### src/rtl/lvdc_pkg.sv
// Shared constants, state encoding and helpers for the lvdc boot loader.
package lvdc_pkg;

  localparam int unsigned LVDC_ADDR_W = 15;
  localparam int unsigned LVDC_WORD_W = 26;
  localparam int unsigned HDR_BYTES   = 4;
  localparam int unsigned WORD_BYTES  = 4;

  typedef enum logic [2:0] {
    ST_HDR,
    ST_DATA,
    ST_CSUM,
    ST_VERIFY,
    ST_RELEASE,
    ST_DONE,
    ST_ERR
  } load_state_t;

  // Mask of the bits of a 32-bit little-endian field that lie above a w-bit word.
  function automatic logic [31:0] upper_mask(input int unsigned w);
    logic [31:0] m;
    m = '1;
    for (int unsigned i = 0; i < 32; i++) begin
      if (i < w) m[i] = 1'b0;
    end
    return m;
  endfunction

endpackage

### src/rtl/lvdc_loader_asm.sv
// Little-endian byte-to-word assembler shared by the header and data fields.
// Header and data words are both four bytes, so one counter serves both.
module lvdc_loader_asm
  import lvdc_pkg::*;
#(
  parameter int unsigned WORD_W = LVDC_WORD_W
) (
  input  logic        clk,
  input  logic        rst,
  input  logic        take,
  input  logic [7:0]  data,
  output logic [31:0] word_c,
  output logic        last_c,
  output logic        bad_c
);

  localparam int unsigned IDX_W = $clog2(WORD_BYTES);
  localparam logic [31:0] UPPER_MASK = upper_mask(WORD_W);

  logic [IDX_W-1:0] idx;
  logic [23:0]      acc;

  // Low three bytes are held; the top byte is taken straight from the input.
  always_ff @(posedge clk) begin
    if (!rst) begin
      idx <= '0;
      acc <= '0;
    end else if (take) begin
      idx <= idx + IDX_W'(1);
      case (idx)
        IDX_W'(0): acc[7:0]   <= data;
        IDX_W'(1): acc[15:8]  <= data;
        IDX_W'(2): acc[23:16] <= data;
        default: ;
      endcase
    end
  end

  assign word_c = {data, acc};
  assign last_c = take && (idx == IDX_W'(WORD_BYTES - 1));
  assign bad_c  = |(word_c & UPPER_MASK);

endmodule

### src/rtl/lvdc_loader.sv
// Boot-time program loader: framed byte stream -> main memory writes, holds core in reset.
// Optional read-back verify pass enabled by defining LVDC_LOADER_VERIFY_EN.
module lvdc_loader
  import lvdc_pkg::*;
#(
  parameter int unsigned ADDR_W         = LVDC_ADDR_W,
  parameter int unsigned WORD_W         = LVDC_WORD_W,
  parameter int unsigned CPU_RST_CYCLES = 3
) (
  input  logic              clk,
  input  logic              rst,
  input  logic              in_valid,
  input  logic [7:0]        in_data,
`ifdef LVDC_LOADER_VERIFY_EN
  input  logic [WORD_W-1:0] mem_rval,
`endif
  output logic              in_ready,
  output logic              mem_wen,
  output logic [ADDR_W-1:0] mem_addr,
  output logic [WORD_W-1:0] mem_wval,
  output logic              cpu_rst,
  output logic              done,
  output logic              error
);

  localparam int unsigned CNT_W = $clog2(CPU_RST_CYCLES + 1);
  localparam int unsigned LEN_W = ADDR_W + 1;

  load_state_t       state;
  logic [ADDR_W-1:0] addr;
  logic [LEN_W-1:0]  rem;
  logic [7:0]        csum;
  logic [CNT_W-1:0]  rel_cnt;

  logic              take;
  logic              asm_take;
  logic [31:0]       asm_word;
  logic              asm_last;
  logic              asm_bad;
  logic [7:0]        csum_next;
  logic [15:0]       hdr_len;
  logic [15:0]       hdr_addr;
  logic              len_too_big;

`ifdef LVDC_LOADER_VERIFY_EN
  logic [ADDR_W-1:0] start_addr;
  logic [LEN_W-1:0]  n_len;
  logic [WORD_W-1:0] wxor;
  logic [WORD_W-1:0] vxor;
  logic [WORD_W-1:0] vxor_next;
  assign vxor_next = vxor ^ mem_rval;
`endif

  assign take        = in_valid && in_ready;
  assign asm_take    = take && ((state == ST_HDR) || (state == ST_DATA));
  assign csum_next   = csum + in_data;
  assign hdr_addr    = asm_word[15:0];
  assign hdr_len     = asm_word[31:16];
  assign len_too_big = 32'(hdr_len) > (32'd1 << ADDR_W);

  lvdc_loader_asm #(
    .WORD_W (WORD_W)
  ) u_asm (
    .clk    (clk),
    .rst    (rst),
    .take   (asm_take),
    .data   (in_data),
    .word_c (asm_word),
    .last_c (asm_last),
    .bad_c  (asm_bad)
  );

  // Loader FSM; every output is a register updated here.
  always_ff @(posedge clk) begin
    if (!rst) begin
      state    <= ST_HDR;
      in_ready <= 1'b0;
      mem_wen  <= 1'b0;
      mem_addr <= '0;
      mem_wval <= '0;
      cpu_rst  <= 1'b1;
      done     <= 1'b0;
      error    <= 1'b0;
      addr     <= '0;
      rem      <= '0;
      csum     <= '0;
      rel_cnt  <= '0;
`ifdef LVDC_LOADER_VERIFY_EN
      start_addr <= '0;
      n_len      <= '0;
      wxor       <= '0;
      vxor       <= '0;
`endif
    end else begin
      mem_wen <= 1'b0;
      if (take) csum <= csum_next;
      case (state)
        ST_HDR: begin
          in_ready <= 1'b1;
          if (asm_last) begin
            addr <= ADDR_W'(hdr_addr);
            rem  <= LEN_W'(hdr_len);
`ifdef LVDC_LOADER_VERIFY_EN
            start_addr <= ADDR_W'(hdr_addr);
            n_len      <= LEN_W'(hdr_len);
`endif
            if (len_too_big) begin
              state    <= ST_ERR;
              in_ready <= 1'b0;
              error    <= 1'b1;
            end else if (hdr_len == 16'd0) begin
              state <= ST_CSUM;
            end else begin
              state <= ST_DATA;
            end
          end
        end
        ST_DATA: begin
          if (asm_last) begin
            if (asm_bad) begin
              state    <= ST_ERR;
              in_ready <= 1'b0;
              error    <= 1'b1;
            end else begin
              mem_wen  <= 1'b1;
              mem_addr <= addr;
              mem_wval <= asm_word[WORD_W-1:0];
              addr     <= addr + ADDR_W'(1);
              rem      <= rem - LEN_W'(1);
`ifdef LVDC_LOADER_VERIFY_EN
              wxor <= wxor ^ asm_word[WORD_W-1:0];
`endif
              if (rem == LEN_W'(1)) state <= ST_CSUM;
            end
          end
        end
        ST_CSUM: begin
          if (take) begin
            in_ready <= 1'b0;
            rel_cnt  <= '0;
            if (csum_next == 8'd0) begin
`ifdef LVDC_LOADER_VERIFY_EN
              if (n_len == '0) begin
                state <= ST_RELEASE;
              end else begin
                state    <= ST_VERIFY;
                mem_addr <= start_addr;
                rem      <= n_len;
                vxor     <= '0;
              end
`else
              state <= ST_RELEASE;
`endif
            end else begin
              state <= ST_ERR;
              error <= 1'b1;
            end
          end
        end
`ifdef LVDC_LOADER_VERIFY_EN
        // One word read back per cycle; the final word is folded in combinationally.
        ST_VERIFY: begin
          vxor <= vxor_next;
          rem  <= rem - LEN_W'(1);
          if (rem == LEN_W'(1)) begin
            if (vxor_next == wxor) begin
              state <= ST_RELEASE;
            end else begin
              state <= ST_ERR;
              error <= 1'b1;
            end
          end else begin
            mem_addr <= mem_addr + ADDR_W'(1);
          end
        end
`endif
        ST_RELEASE: begin
          if (rel_cnt == CNT_W'(CPU_RST_CYCLES)) begin
            cpu_rst <= 1'b0;
            done    <= 1'b1;
            state   <= ST_DONE;
          end else begin
            rel_cnt <= rel_cnt + CNT_W'(1);
          end
        end
        ST_DONE: ;
        ST_ERR: begin
          in_ready <= 1'b0;
          error    <= 1'b1;
          cpu_rst  <= 1'b1;
        end
        default: begin
          state    <= ST_ERR;
          in_ready <= 1'b0;
          error    <= 1'b1;
        end
      endcase
    end
  end

endmodule

### config.mk
export PLATFORM = sky130hd
export DESIGN_NAME = lvdc_loader
export DESIGN_NICKNAME = d
export VERILOG_FILES = /design/src/rtl/lvdc_pkg.sv /design/src/rtl/lvdc_loader_asm.sv /design/src/rtl/lvdc_loader.sv
export SDC_FILE = /design/constraint.sdc
export NUM_CORES = 1
export LEC_CHECK = 0
export CAP_MARGIN = 20
export CORE_ASPECT_RATIO = 1.1
export CORE_MARGIN = 5
export CORE_UTILIZATION = 55
export CTS_CLUSTER_SIZE = 12
export DETAILED_ROUTE_END_ITERATION = 16
export HOLD_SLACK_MARGIN = 0.08
export PLACE_DENSITY = 0.84
export SYNTH_ARGS = -nofsm -noshare
export SYNTH_HDL_FRONTEND = slang
export SYNTH_SLANG_ARGS = --single-unit
### constraint.sdc
create_clock -name clk -period 4.45 [get_ports clk]
set_input_delay 0.445 -clock clk [delete_from_list [all_inputs] [get_ports clk]]
set_output_delay 0.445 -clock clk [all_outputs]
set_load 0.01 [all_outputs]
# Word-level counts from Yosys, hierarchy flattened
# Index checks and enable logic that the tools add are counted.
[totals]
word_cells = 108
latchBits = 0
register_bits = 116
ramBits = 0
out_inout_bits = 46
memories = 0
in_bits = 11
mem_bits_ro = 0
[classes]
magnitude_cmp = 1
n_eq_ne = 20
reduce_logical = 26
muxes = 37
shifts = 0
div = 0
bitwise_logic = 3
add_sub_neg = 5
multipliers = 0
[ops]
columns = ["op", "n"]
rows = [
  ["16-bit two-way mux", 3],
  ["15-bit two-way mux", 3],
  ["16-bit one-hot mux with 2 select lines", 1],
  ["15-bit one-hot mux with 2 select lines", 1],
  ["3-bit two-way mux", 7],
  ["2-bit != test, second input constant", 9],
  ["16-bit by 1-bit equality test with 1-bit output, second input constant", 1],
  ["16-bit greater-than comparator, second input constant", 1],
  ["16-bit logical NOT", 1],
  ["16-bit by 1-bit subtractor with 16-bit output, second input constant", 1],
  ["15-bit by 1-bit adder with 15-bit output, second input constant", 1],
  ["3-bit one-hot mux with 5 select lines", 1],
  ["1-bit two-way mux", 13],
  ["2-bit AND reduction", 5],
  ["3-bit equality test, second input constant", 3],
  ["3-bit AND reduction", 3],
  ["8-bit adder", 1],
  ["8-bit logical NOT", 1],
  ["2-bit two-way mux", 4],
  ["1-bit one-hot mux with 4 select lines", 2],
  ["4-bit AND reduction", 2],
  ["7-bit AND reduction", 1],
  ["2-bit equality test, second input constant", 3],
  ["6-bit AND reduction", 1],
  ["15 further kinds", 23],
]

# Depth between registers and ports, before layout
# Gate-level depths: netlist (run 1).
[depth]
depth_word = 6
depth_mapped = 9
depth_no_buf = 8

# Hierarchy
# From an unflattened synthesis (run 1), not the netlist that was laid out.
[unflattened]
hier_cells = 703
area_unflattened_um2 = 5605.4
[by_module_without_submodules]
columns = ["module", "instances", "cells_per_inst", "seq_area_each_um2", "area_per_inst_um2"]
rows = [
  ["lvdc_loader", 1, 591, 1801.7, 4436.8],
  ["lvdc_loader_asm", 1, 112, 520.5, 1168.6],
]

# Worst setup path after synthesis (run 1)
# No wires, ideal clock.
[synth_timing]
kind = "input -> register"
from = "input in_data[0]"
to = "register state[1]"
t_required_ps = 4320
setup_time_ps = 130
path_stages = 8
slack_ps = 2096
arrival_time_ps = 2224
path_buffers = 0
path_cell_list = "ha_1 > fa_1 > a21o_1 > a21oi_1 > xnor2_1 > or3_1 > nor4_1 > o41ai_1"
[synth_between]
elab_chain_len = 5
word_cells_on_any_way = 10
cone_classes = "1 x add/sub; 1 x order compare; 6 x mux; 2 x reduce/logical"
[synth_rtl]
columns = ["item", "line_no", "source"]
rows = [
  ["start, declared", "lvdc_loader.sv:13", "input logic [7:0] in_data,"],
  ["8-bit adder or 16-bit logical NOT (tied branches)", "lvdc_loader.sv:56, lvdc_loader.sv:111", ""],
  ["8-bit logical NOT or 2-bit two-way mux (tied branches)", "lvdc_loader.sv:141, lvdc_loader.sv:111", ""],
  ["2-bit two-way mux or 3-bit two-way mux (tied branches)", "lvdc_loader.sv:141, lvdc_loader.sv:107", ""],
  ["3-bit two-way mux (on tied branches)", "lvdc_loader.sv:138, lvdc_loader.sv:100", ""],
  ["3-bit one-hot mux with 5 select lines *", "lvdc_loader.sv:97", "case (state)"],
  ["end signal, assigned", "lvdc_loader.sv:108", "state <= ST_ERR;"],
  ["end signal, assigned", "lvdc_loader.sv:152", "state <= ST_RELEASE;"],
  ["end signal, assigned", "lvdc_loader.sv:155", "state <= ST_ERR;"],
  ["end, declared", "lvdc_loader.sv:29", "load_state_t state;"],
]
# Mark *: on every way between the ends. The rest lies on a longest branch, timed or not. The select of a mux whose other input is x is not followed.
# A chain may end at the register's enable or synchronous reset.

# Worst setup path after layout (run 1)
# Ends and elaborated chain as after synthesis.

==> impl_metrics.csv, run 1 <==
group,metric,value,unit
sta,setup_viol,0,
synth,synth_top_cells_by_area,"dfxtp_1 (42%), a21oi_1 (10%), nand2_1 (10%)",
synth,synth_cells,707,
synth,syn_avg_cell_area,7.73,sq um
sta,clock_skew,0.00771,ns
global_route,antenna_found_initial,0,
floorplanning,die_area,0.0120,sq mm
global_route,overflow,0,
sta,fin_setup_tns,0,ns
floorplanning,die_w,105,microns
route,wirelength,15.0,mm
floorplanning,ioPinCount,57,
floorplanning,start_util,55.8,%
worst_hold_path,hold_path.class,"register to register",
route,dr.pass1.iters,6,
sta,tightestPinTransition,1.04,ns
sta,rsz0062_at_grt,"no",
sta,maxSlewViolCount,0,
critical_path,crit_path_end_kind,"register",
synth,yosysTopAreaCell,"dfxtp_1",
place,dp_hpwl,9.92,mm
synth,netlist_top_cells_count,"nand2_1 (145), dfxtp_1 (116), a21oi_1 (112)",
power_and_ir_drop,vdd_ir_drop_max,0.256,mV
synth,syn_area,0.00547,sq mm
clock_tree,htreeDepth,4,
floorplanning,std_cell_rows,38,
sta,period_minus_slack,2.85,ns
place,gp_congestion,0.929,
clock_tree,post_cts_buffers,0,
critical_path,critPathSlowestCell,"clkdlybuf4s50_1",
floorplanning,die_h,115,microns
sta,hold_viol_final,0,
critical_path,slowest_delay,0.63,ns
final_layout,areaGrowthSynthToFinish,21.1,%
run,maxCapViolCount,0,
global_route,grt_first_pass_wirelength,24.8,mm
power_and_ir_drop,powerDensity,378,mW/mm^2
critical_path,required,4.87,ns
final_layout,multi_input_area,0.00290,sq mm
synth,synth_most_common_cell,"nand2_1",
outcome,status,"finished, final reports clean",
final_layout,fin_nets,770,
critical_path,rr_startpoint,"state[0]",
route,ant_nets,0,
route,wl_per_cell,17.1,microns
final_layout,fillers,782,
critical_path,reg2reg_slack,1.72,ns
critical_path,worstSetupPathType,"input port to register",
critical_path,path_depth,9,
global_route,track_usage,25.3,%
synth,yosys.area.top_type_share,42.5,%
power_and_ir_drop,power.leakage,2.33,nW
clock_tree,clock-root-buffer,"clkbuf_8",
critical_path,reg2reg_to,"mem_wval[22]",
synth,syn_nets,734,
synth,synth-main-ff-cell,"dfxtp_1",
sta,fmax,351,MHz
final_layout,post-route-util,67.6,%
final_layout,regArea,0.00232,sq mm
sta,slew_headroom,30.4,%
final_layout,antenna_cells,0,
synth,synth.distinct_cells,59,
critical_path,start_kind,"input port",
critical_path,arrival,3.27,ns
synth,synth_edf_count,0,
power_and_ir_drop,power,2.50,mW
clock_tree,cts_tree,"yes",
critical_path,cp.buffers_inverters,1,
synth,yosys_register_bits,116,
final_layout,fin_area,0.00662,sq mm
critical_path,reg2reg_depth,5,
place,place_area,0.00604,sq mm
route,viasPerCell,6.11,
clock_tree,holdBufCountCts,0,
clock_tree,cts.clk_slew.worst_paths,0.06,ns
place,io_buffers,56,
synth,postSynth.asyncResetShare,0,%
global_route,grt_pass1_vias,5248,
global_route,grt_start_max_net_pins,65,
clock_tree,insertion_delay,0.54,ns
synth,synth.yosys.seq_area_share,42.5,%
worst_hold_path,min_path_cells,2,
route,drc,0,
critical_path,worstPathCellList,"clkdlybuf4s50_1, ha_1, fa_1, a21o_1, a21oi_1, xnor2_1, or3_1, nor4_1, o41ai_1",
floorplanning,coreArea,0.00979,sq mm
critical_path,critPathTopFamily,"adder cells",
sta,whs,0.451,ns
worst_hold_path,hp-start,"mem_addr[5]",
critical_path,path_max_fanout,7,
synth,yosysWarnings,0,
clock_tree,clock_path_buffers,2,
route,vias,5356,
worst_hold_path,hold_end,"mem_addr[5]",
route,drtIter0Drc,554,
clock_tree,cts_buffers,17,
clock_tree,clock-sinks,116,
sta,finalCritPeriodShare,64.0,%
clock_tree,cts.repair.resized,0,
final_layout,drive_gt1_share,8.07,%
[registers in the layout, summed over array words and instances, names as in the netlist, 2 cells and up]
register,count
addr,15
u_asm.idx,2
mem_addr,15
rel_cnt,2
csum,8
mem_wval,26
u_asm.acc,24
rem,16
state,3
[worst max path at each step]
stage | slack (ns) | from | endpoint
2_1_floorplan | 2.10 | in_data[0] | state[1]
6_report | 1.60 | in_data[0] | state[1]
5_1_grt | 1.46 | in_ready | rem[11]
4_1_cts | 1.62 | in_data[0] | state[1]
3_5_place_dp | 1.10 | in_data[0] | state[1]
3_3_place_gp | 1.07 | in_data[0] | state[1]
[layout make-up]
cell class                 instances  area share [%]
sequential                       116            35.1
clock buffer                      17            6.26
inverter                          11           0.624
tap                              120            2.27
multi-input combinational        531            43.7
clock inverter                    15            2.23
timing repair buffer              66            9.79
[worst register-to-register path: stages, from the launching register on]
cell	delay, ns
dfxtp_1	0.67
or3b_1	0.59
buf_4	0.33
nor2_4	0.68
nand2_1	0.19
a21oi_1	0.19
[report_power, final]
| group | switching (mW) | internal, mW |
|---|---|---|
| Sequential | 0.0131 | 1.05 |
| Clock | 0.541 | 0.753 |
| Combinational | 0.0909 | 0.0531 |
| Total | 0.645 | 1.86 |
[placed cells by master, fill, tap and decap left out, types with 7 or more instances in the layout]
| master | synthesis | final |
|---|---|---|
| ha_1 | 15 | 15 |
| clkdlybuf4s50_1 | 0 | 56 |
| nand3_1 | 40 | 40 |
| a21oi_1 | 112 | 112 |
| dfxtp_1 | 116 | 116 |
| inv_1 | 11 | 10 |
| o21ai_0 | 30 | 30 |
| buf_4 | 6 | 9 |
| o22ai_1 | 7 | 7 |
| a31oi_1 | 9 | 9 |
| nand2_1 | 145 | 145 |
| nor2_1 | 63 | 63 |
| nor3_1 | 12 | 11 |
| clkbuf_16 | 0 | 16 |
[routing by layer]
layer	vias up	part of all wire, %	GRT usage, %
met1	2469	39	29.0
met3	62	6.6	5.08
met5	-	0	0
met4	0	4.1	13.6
met2	265	50	44.2
li1	2560	-	-
[through the flow]
stage	worst slack (ns)	std cells
after CTS	1.62	875
after global placement	1.07	843
final	1.60	876
after detailed placement	1.10	843
after global routing	1.46	876
after floorplan	2.10	707
[cells by family (layout without fill, tap and decap cells)]
logic type               Yosys count  after routing  share of synthesized area [%]
XOR/XNOR                           9              9                           1.44
AO/OA/AOI/OAI                    206            206                           22.8
AND/OR/NAND/NOR                  297            297                           24.2
adder cells (fa/ha/maj)           16             16                           3.80
multiplexers                       3              3                          0.549
buffers and inverters             60            109                           4.74
flip-flops                       116            116                           42.5
Note: power is estimated with default switching activity, not from simulation.
==> run 2, diff against run 1 <==
==> constraint.sdc (replaced) <==
create_clock -name clk -period 2.95 [get_ports clk]
set_input_delay 0.295 -clock clk [delete_from_list [all_inputs] [get_ports clk]]
set_output_delay 0.295 -clock clk [all_outputs]
set_load 0.01 [all_outputs]
==> run 2 against run 1 <==
  * First-iteration DRC count unchanged
  * Register-to-register slack lost 1.2 ns
  * Highest routed layer unchanged
  * Critical endpoint unchanged
  * Routed wire length shrank 3.6%
==> impl_metrics.csv, run 2 (same netlist as run 1, synthesis figures left out) <==
group,metric,value,unit
power_and_ir_drop,power.leakage,2.39,nW
sta,maxSlewViolCount,0,
power_and_ir_drop,vdd_ir_drop_max,0.335,mV
sta,tightestPinTransition,0.798,ns
power_and_ir_drop,p_seq_share,41.4,%
sta,finalCritPeriodShare,83.3,%
final_layout,biggestRegsByFlops,"mem_wval (26), u_asm.acc (24), rem (16)",
place,place_area,0.00613,sq mm
clock_tree,clock-sinks,116,
clock_tree,cts.clk_slew.worst_paths,0.06,ns
outcome,status,"finished, final reports clean",
final_layout,layout_common_cells,"nand2_1 (145), dfxtp_1 (116), a21oi_1 (112), nor2_1 (63), clkdlybuf4s50_1 (56)",
final_layout,final_cells,883,
place,numPlacedInstances,851,
power_and_ir_drop,p_int,2.96,mW
global_route,track_usage,24.6,%
route,wirelength,14.5,mm
critical_path,start_kind,"register",
place,io_buffers,56,
global_route,grt_pass1_vias,5186,
sta,slew_headroom,46.7,%
clock_tree,insertion_delay,0.53,ns
sta,clock_skew,0.00456,ns
clock_tree,cts_tree,"yes",
final_layout,multi_input_area,0.00290,sq mm
final_layout,antenna_cells,0,
final_layout,drive_gt1_share,8.91,%
power_and_ir_drop,power.switching,0.919,mW
worst_hold_path,hold_path.class,"register to register",
floorplanning,die_h,115,microns
run,maxCapViolCount,0,
route,wl_per_cell,16.4,microns
final_layout,areaGrowthSynthToFinish,23.1,%
critical_path,arrival,2.84,ns
sta,hold_viol_final,0,
sta,rsz0062_at_grt,"no",
floorplanning,die_w,105,microns
clock_tree,cts_buffers,17,
clock_tree,cts.repair.resized,0,
critical_path,reg2reg_slack,0.49,ns
final_layout,fillers,791,
floorplanning,coreArea,0.00979,sq mm
global_route,grt_first_pass_wirelength,24.1,mm
final_layout,regMostFlops,"mem_wval",
critical_path,crit_path_end_kind,"register",
route,drc,0,
sta,fmax,407,MHz
global_route,grt_start_max_net_pins,57,
route,dr.pass1.iters,5,
route,vias,5366,
power_and_ir_drop,combinationalPowerShare,5.7,%
critical_path,required,3.33,ns
clock_tree,clock_path_buffers,2,
place,gp_congestion,0.961,
critical_path,path_max_fanout,3,
final_layout,fin_nets,777,
route,ant_nets,0,
final_layout,largest_reg_flops,26,
power_and_ir_drop,clockPowerShare,52.9,%
clock_tree,holdBufCountCts,0,
clock_tree,htreeDepth,4,
floorplanning,std_cell_rows,38,
sta,setup_viol,0,
sta,fin_setup_tns,0,ns
critical_path,worstSetupPathType,"register to register",
global_route,overflow,0,
route,viasPerCell,6.08,
floorplanning,ioPinCount,57,
clock_tree,clock-root-buffer,"clkbuf_8",
clock_tree,post_cts_buffers,0,
final_layout,post-route-util,68.7,%
power_and_ir_drop,powerDensity,577,mW/mm^2
route,drtIter0Drc,554,
final_layout,fin_area,0.00673,sq mm
power_and_ir_drop,power,3.88,mW
power_and_ir_drop,switching_share,23.7,%
final_layout,regArea,0.00232,sq mm
sta,period_minus_slack,2.46,ns
global_route,antenna_found_initial,0,
floorplanning,die_area,0.0120,sq mm
floorplanning,start_util,55.8,%
final_layout,final_common_cell,"nand2_1",
place,dp_hpwl,9.71,mm
==> run 2: cell types whose count changed in the layout (fill, tap and decap cells not counted), moves of 2 or more <==
cell	change
buf_12	+2
buf_4	+5
bufinv_16	+2
clkinv_2	+2
inv_6	-3
==> run 2: path summary, 6_finish.rpt <==
check,from,to,depth (start not counted)
max,csum[0],state[1],8
min,mem_wval[10],mem_wval[10],2
max reg2reg,csum[0],state[1],8
min reg2reg,mem_wval[10],mem_wval[10],2
==> run 2: cell type report <==
cell class / instances / area share (%)
timing repair buffer: 73 / 10.8
clock buffer: 17 / 6.15
sequential: 116 / 34.5
clock inverter: 15 / 2.70
tap: 120 / 2.23
multi-input combinational: 531 / 43.0
inverter: 11 / 0.613
==> run 2: power groups by stage <==
stage	logic [mW]	registers [mW]	clock network, mW
final	0.221	1.61	2.05
after global placement	0.212	1.64	0
after global routing	0.244	1.61	2.14
after CTS	0.218	1.61	2.06
after floorplan	0.146	1.63	0
after detailed placement	0.217	1.64	0
==> run 2: worst max-delay path: stages, from the launching register on <==
cell and delay, ns:
dfxtp_1 0.32, ha_1 0.20, fa_1 0.43, a21o_1 0.18, a21oi_1 0.18, xnor2_1 0.10
or3_1 0.38, nor4_1 0.36, o41ai_1 0.14
==> run 2: metal layers <==
metal	track usage, %	wire [microns]
met4	13.8	632
met5	0	0
met1	28.4	5830
met2	41.8	7190
met3	5.58	824
==> run 2: through the flow <==
| stage | worst slack [ns] | hold WS [ns] |
|---|---|---|
| final | 0.491 | 0.452 |
| after detailed placement | 0.0612 | 0.446 |
| after global routing | 0.268 | 0.469 |
| after CTS | 0.479 | 0.454 |
| after floorplan | 0.746 | 0.431 |
| after global placement | 0.144 | 0.441 |
==> run 3, diff against run 2 <==
--- a/config.mk
+++ b/config.mk
@@ -8,11 +8,11 @@
 export CAP_MARGIN = 20
 export CORE_ASPECT_RATIO = 1.1
 export CORE_MARGIN = 5
-export CORE_UTILIZATION = 55
+export CORE_UTILIZATION = 51
 export CTS_CLUSTER_SIZE = 12
 export DETAILED_ROUTE_END_ITERATION = 16
 export HOLD_SLACK_MARGIN = 0.08
-export PLACE_DENSITY = 0.84
+export PLACE_DENSITY = 0.82
 export SYNTH_ARGS = -nofsm -noshare
 export SYNTH_HDL_FRONTEND = slang
 export SYNTH_SLANG_ARGS = --single-unit
==> constraint.sdc (replaced) <==
create_clock -name clk -period 2.21 [get_ports clk]
set_input_delay 0.221 -clock clk [delete_from_list [all_inputs] [get_ports clk]]
set_output_delay 0.221 -clock clk [all_outputs]
set_load 0.01 [all_outputs]
==> run 3 against run 2 <==
  * Count of clock-buffer cells in the layout is 3 higher
  * First-iteration DRC count is 0.54% lower
  * Die area is 7.1% higher
  * Largest power group unchanged
  * Highest routed layer unchanged
  * Global-route usage is 0.48 points lower
  * The flow now finishes with violations (negative setup slack)
==> impl_metrics.csv, run 3 (same netlist as run 1, synthesis figures left out) <==
group,metric,value,unit
final_layout,layout_common_cells,"nand2_1 (145), dfxtp_1 (114), a21oi_1 (110), nor2_1 (63), clkdlybuf4s50_1 (55)",
worst_hold_path,hp-start,"in_data[1]",
final_layout,largest_reg_flops,26,
sta,slew_headroom,61.2,%
global_route,grt_first_pass_wirelength,24.8,mm
global_route,grt_pass1_vias,5366,
clock_tree,cts.clk_slew.worst_paths,0.05,ns
critical_path,path_max_fanout,2,
sta,fin_setup_tns,-0.0187,ns
route,viasPerCell,5.83,
outcome,status,"complete, but fails checks",
floorplanning,std_cell_rows,39,
route,wl_per_cell,16.2,microns
clock_tree,clock_path_buffers,2,
sta,maxSlewViolCount,0,
route,drc,0,
clock_tree,cts_buffers,17,
worst_hold_path,hold_end,"mem_wval[25]",
clock_tree,htreeDepth,4,
clock_tree,clock-root-buffer,"clkbuf_16",
sta,period_minus_slack,2.22,ns
worst_hold_path,min_path_cells,4,
place,dp_worst_setup_slack,-0.516,ns
power_and_ir_drop,power.leakage,2.61,nW
sta,fmax,450,MHz
floorplanning,coreArea,0.0104,sq mm
place,io_buffers,56,
route,ant_nets,0,
global_route,overflow,0,
critical_path,worstPathCellList,"ha_4, fa_2, a21o_1, a21oi_2, xnor2_2, or3_4, nor4_4, o41ai_2",
final_layout,drive_gt1_share,14.4,%
sta,rsz0062_at_grt,"yes",
critical_path,cp.buffers_inverters,0,
global_route,grt_start_max_net_pins,45,
global_route,track_usage,24.1,%
critical_path,crit_path_end_kind,"register",
clock_tree,holdBufCountCts,0,
worst_hold_path,hold_path.class,"input port to register",
floorplanning,die_w,109,microns
critical_path,reg2reg_to,"state[1]",
sta,finalCritPeriodShare,101,%
final_layout,fin_nets,811,
critical_path,critPathTopFamily,"simple AND/OR/NAND/NOR gates",
final_layout,areaGrowthSynthToFinish,31.1,%
final_layout,antenna_cells,0,
route,drtIter0Drc,551,
run,maxCapViolCount,0,
clock_tree,clock-sinks,116,
final_layout,post-route-util,68.6,%
final_layout,regMostFlops,"mem_wval",
critical_path,slowest_delay,0.38,ns
sta,hold_viol_final,0,
outcome,violations,"negative setup slack",
clock_tree,cts_tree,"yes",
critical_path,required,2.50,ns
power_and_ir_drop,vdd_ir_drop_max,0.547,mV
sta,tightestPinTransition,0.578,ns
global_route,antenna_found_initial,0,
critical_path,reg2reg_depth,8,
place,gp_congestion,0.915,
critical_path,rr_startpoint,"csum[0]",
sta,fin_ws,-0.0135,ns
critical_path,reg2reg_slack,-0.01,ns
floorplanning,ioPinCount,57,
critical_path,worstSetupPathType,"register to register",
floorplanning,die_area,0.0129,sq mm
sta,whs,0.329,ns
sta,clock_skew,0.00827,ns
floorplanning,start_util,52.3,%
critical_path,start_kind,"register",
floorplanning,die_h,119,microns
power_and_ir_drop,powerDensity,744,mW/mm^2
place,dp_hpwl,10.1,mm
clock_tree,insertion_delay,0.42,ns
route,dr.pass1.iters,8,
final_layout,biggestRegsByFlops,"mem_wval (26), u_asm.acc (24), rem (16)",
critical_path,critPathSlowestCell,"fa_2",
critical_path,arrival,2.52,ns
sta,setup_viol,2,
route,wirelength,15.2,mm
final_layout,final_common_cell,"nand2_1",
route,vias,5479,
power_and_ir_drop,power,5.33,mW
==> run 3: changes by cell type in the layout (fill, tap and decap cells not counted), sizes merged <==
cell,delta
clkinvlp,+1
inv,-1
clkdlybuf4s50,-1
dlymetal6s2s,+1
buf,+34
clkinv,-3
clkbuf,+3
==> run 3: repair_timing <==
action / CTS / global route
buffers inserted: 0 / 3
pin swaps: 3 / 7
setup endpoints to repair: 2 / 4
resized for setup: 2 / 18
==> run 3: through the flow <==
step                instances  cell area (sq um)
global placement          905               6420
floorplan                 707               5470
global route              940               7160
CTS                       937               7040
detailed placement        905               6420
finish                    940               7160
==> run 3: worst max path at each step <==
stage / startpoint / endpoint / slack, ns / cells past startpoint
2_1_floorplan: csum[0] / state[1] / 0.02 / 8
3_3_place_gp: in_data[0] / state[1] / -0.50 / 9
3_5_place_dp: in_data[0] / state[1] / -0.52 / 9
4_1_cts: csum[0] / state[1] / 0.02 / 9
5_1_grt: csum[0] / state[1] / -0.12 / 8
6_report: csum[0] / state[1] / -0.01 / 8
==> run 3: power breakdown <==
group	switching [mW]	internal (mW)	leakage (nW)	total, mW
Sequential	0.0264	2.12	0.938	2.15
Clock	0.966	1.83	0.292	2.79
Combinational	0.218	0.174	1.38	0.392
==> run 3: worst min-delay path: stages <==
cell	delay, ns
dlymetal6s2s_1	0.17
buf_4	0.19
nand2_1	0.06
a21oi_1	0.05
==> run 3: layer usage <==
layer / wire length, microns / up-vias / GRT usage (%) / part of all wire (%)
li1: - / 2637 / - / -
met3: 1130 / 61 / 5.83 / 7.4
met2: 7770 / 256 / 41.6 / 51
met1: 5700 / 2525 / 27.4 / 37
met5: 0 / - / 0 / 0
met4: 630 / 0 / 11.8 / 4.1
==> run 3: layout make-up <==
| type | instances | area, sq um |
|---|---|---|
| Tap cell | 143 | 179 |
| Sequential cell | 116 | 2320 |
| Clock buffer | 20 | 457 |
| Multi-Input combinational cell | 531 | 3000 |
| Timing Repair Buffer | 107 | 1010 |
| Inverter | 11 | 41.3 |
| Clock inverter | 12 | 154 |
| Fill cell | 863 | 3280 |
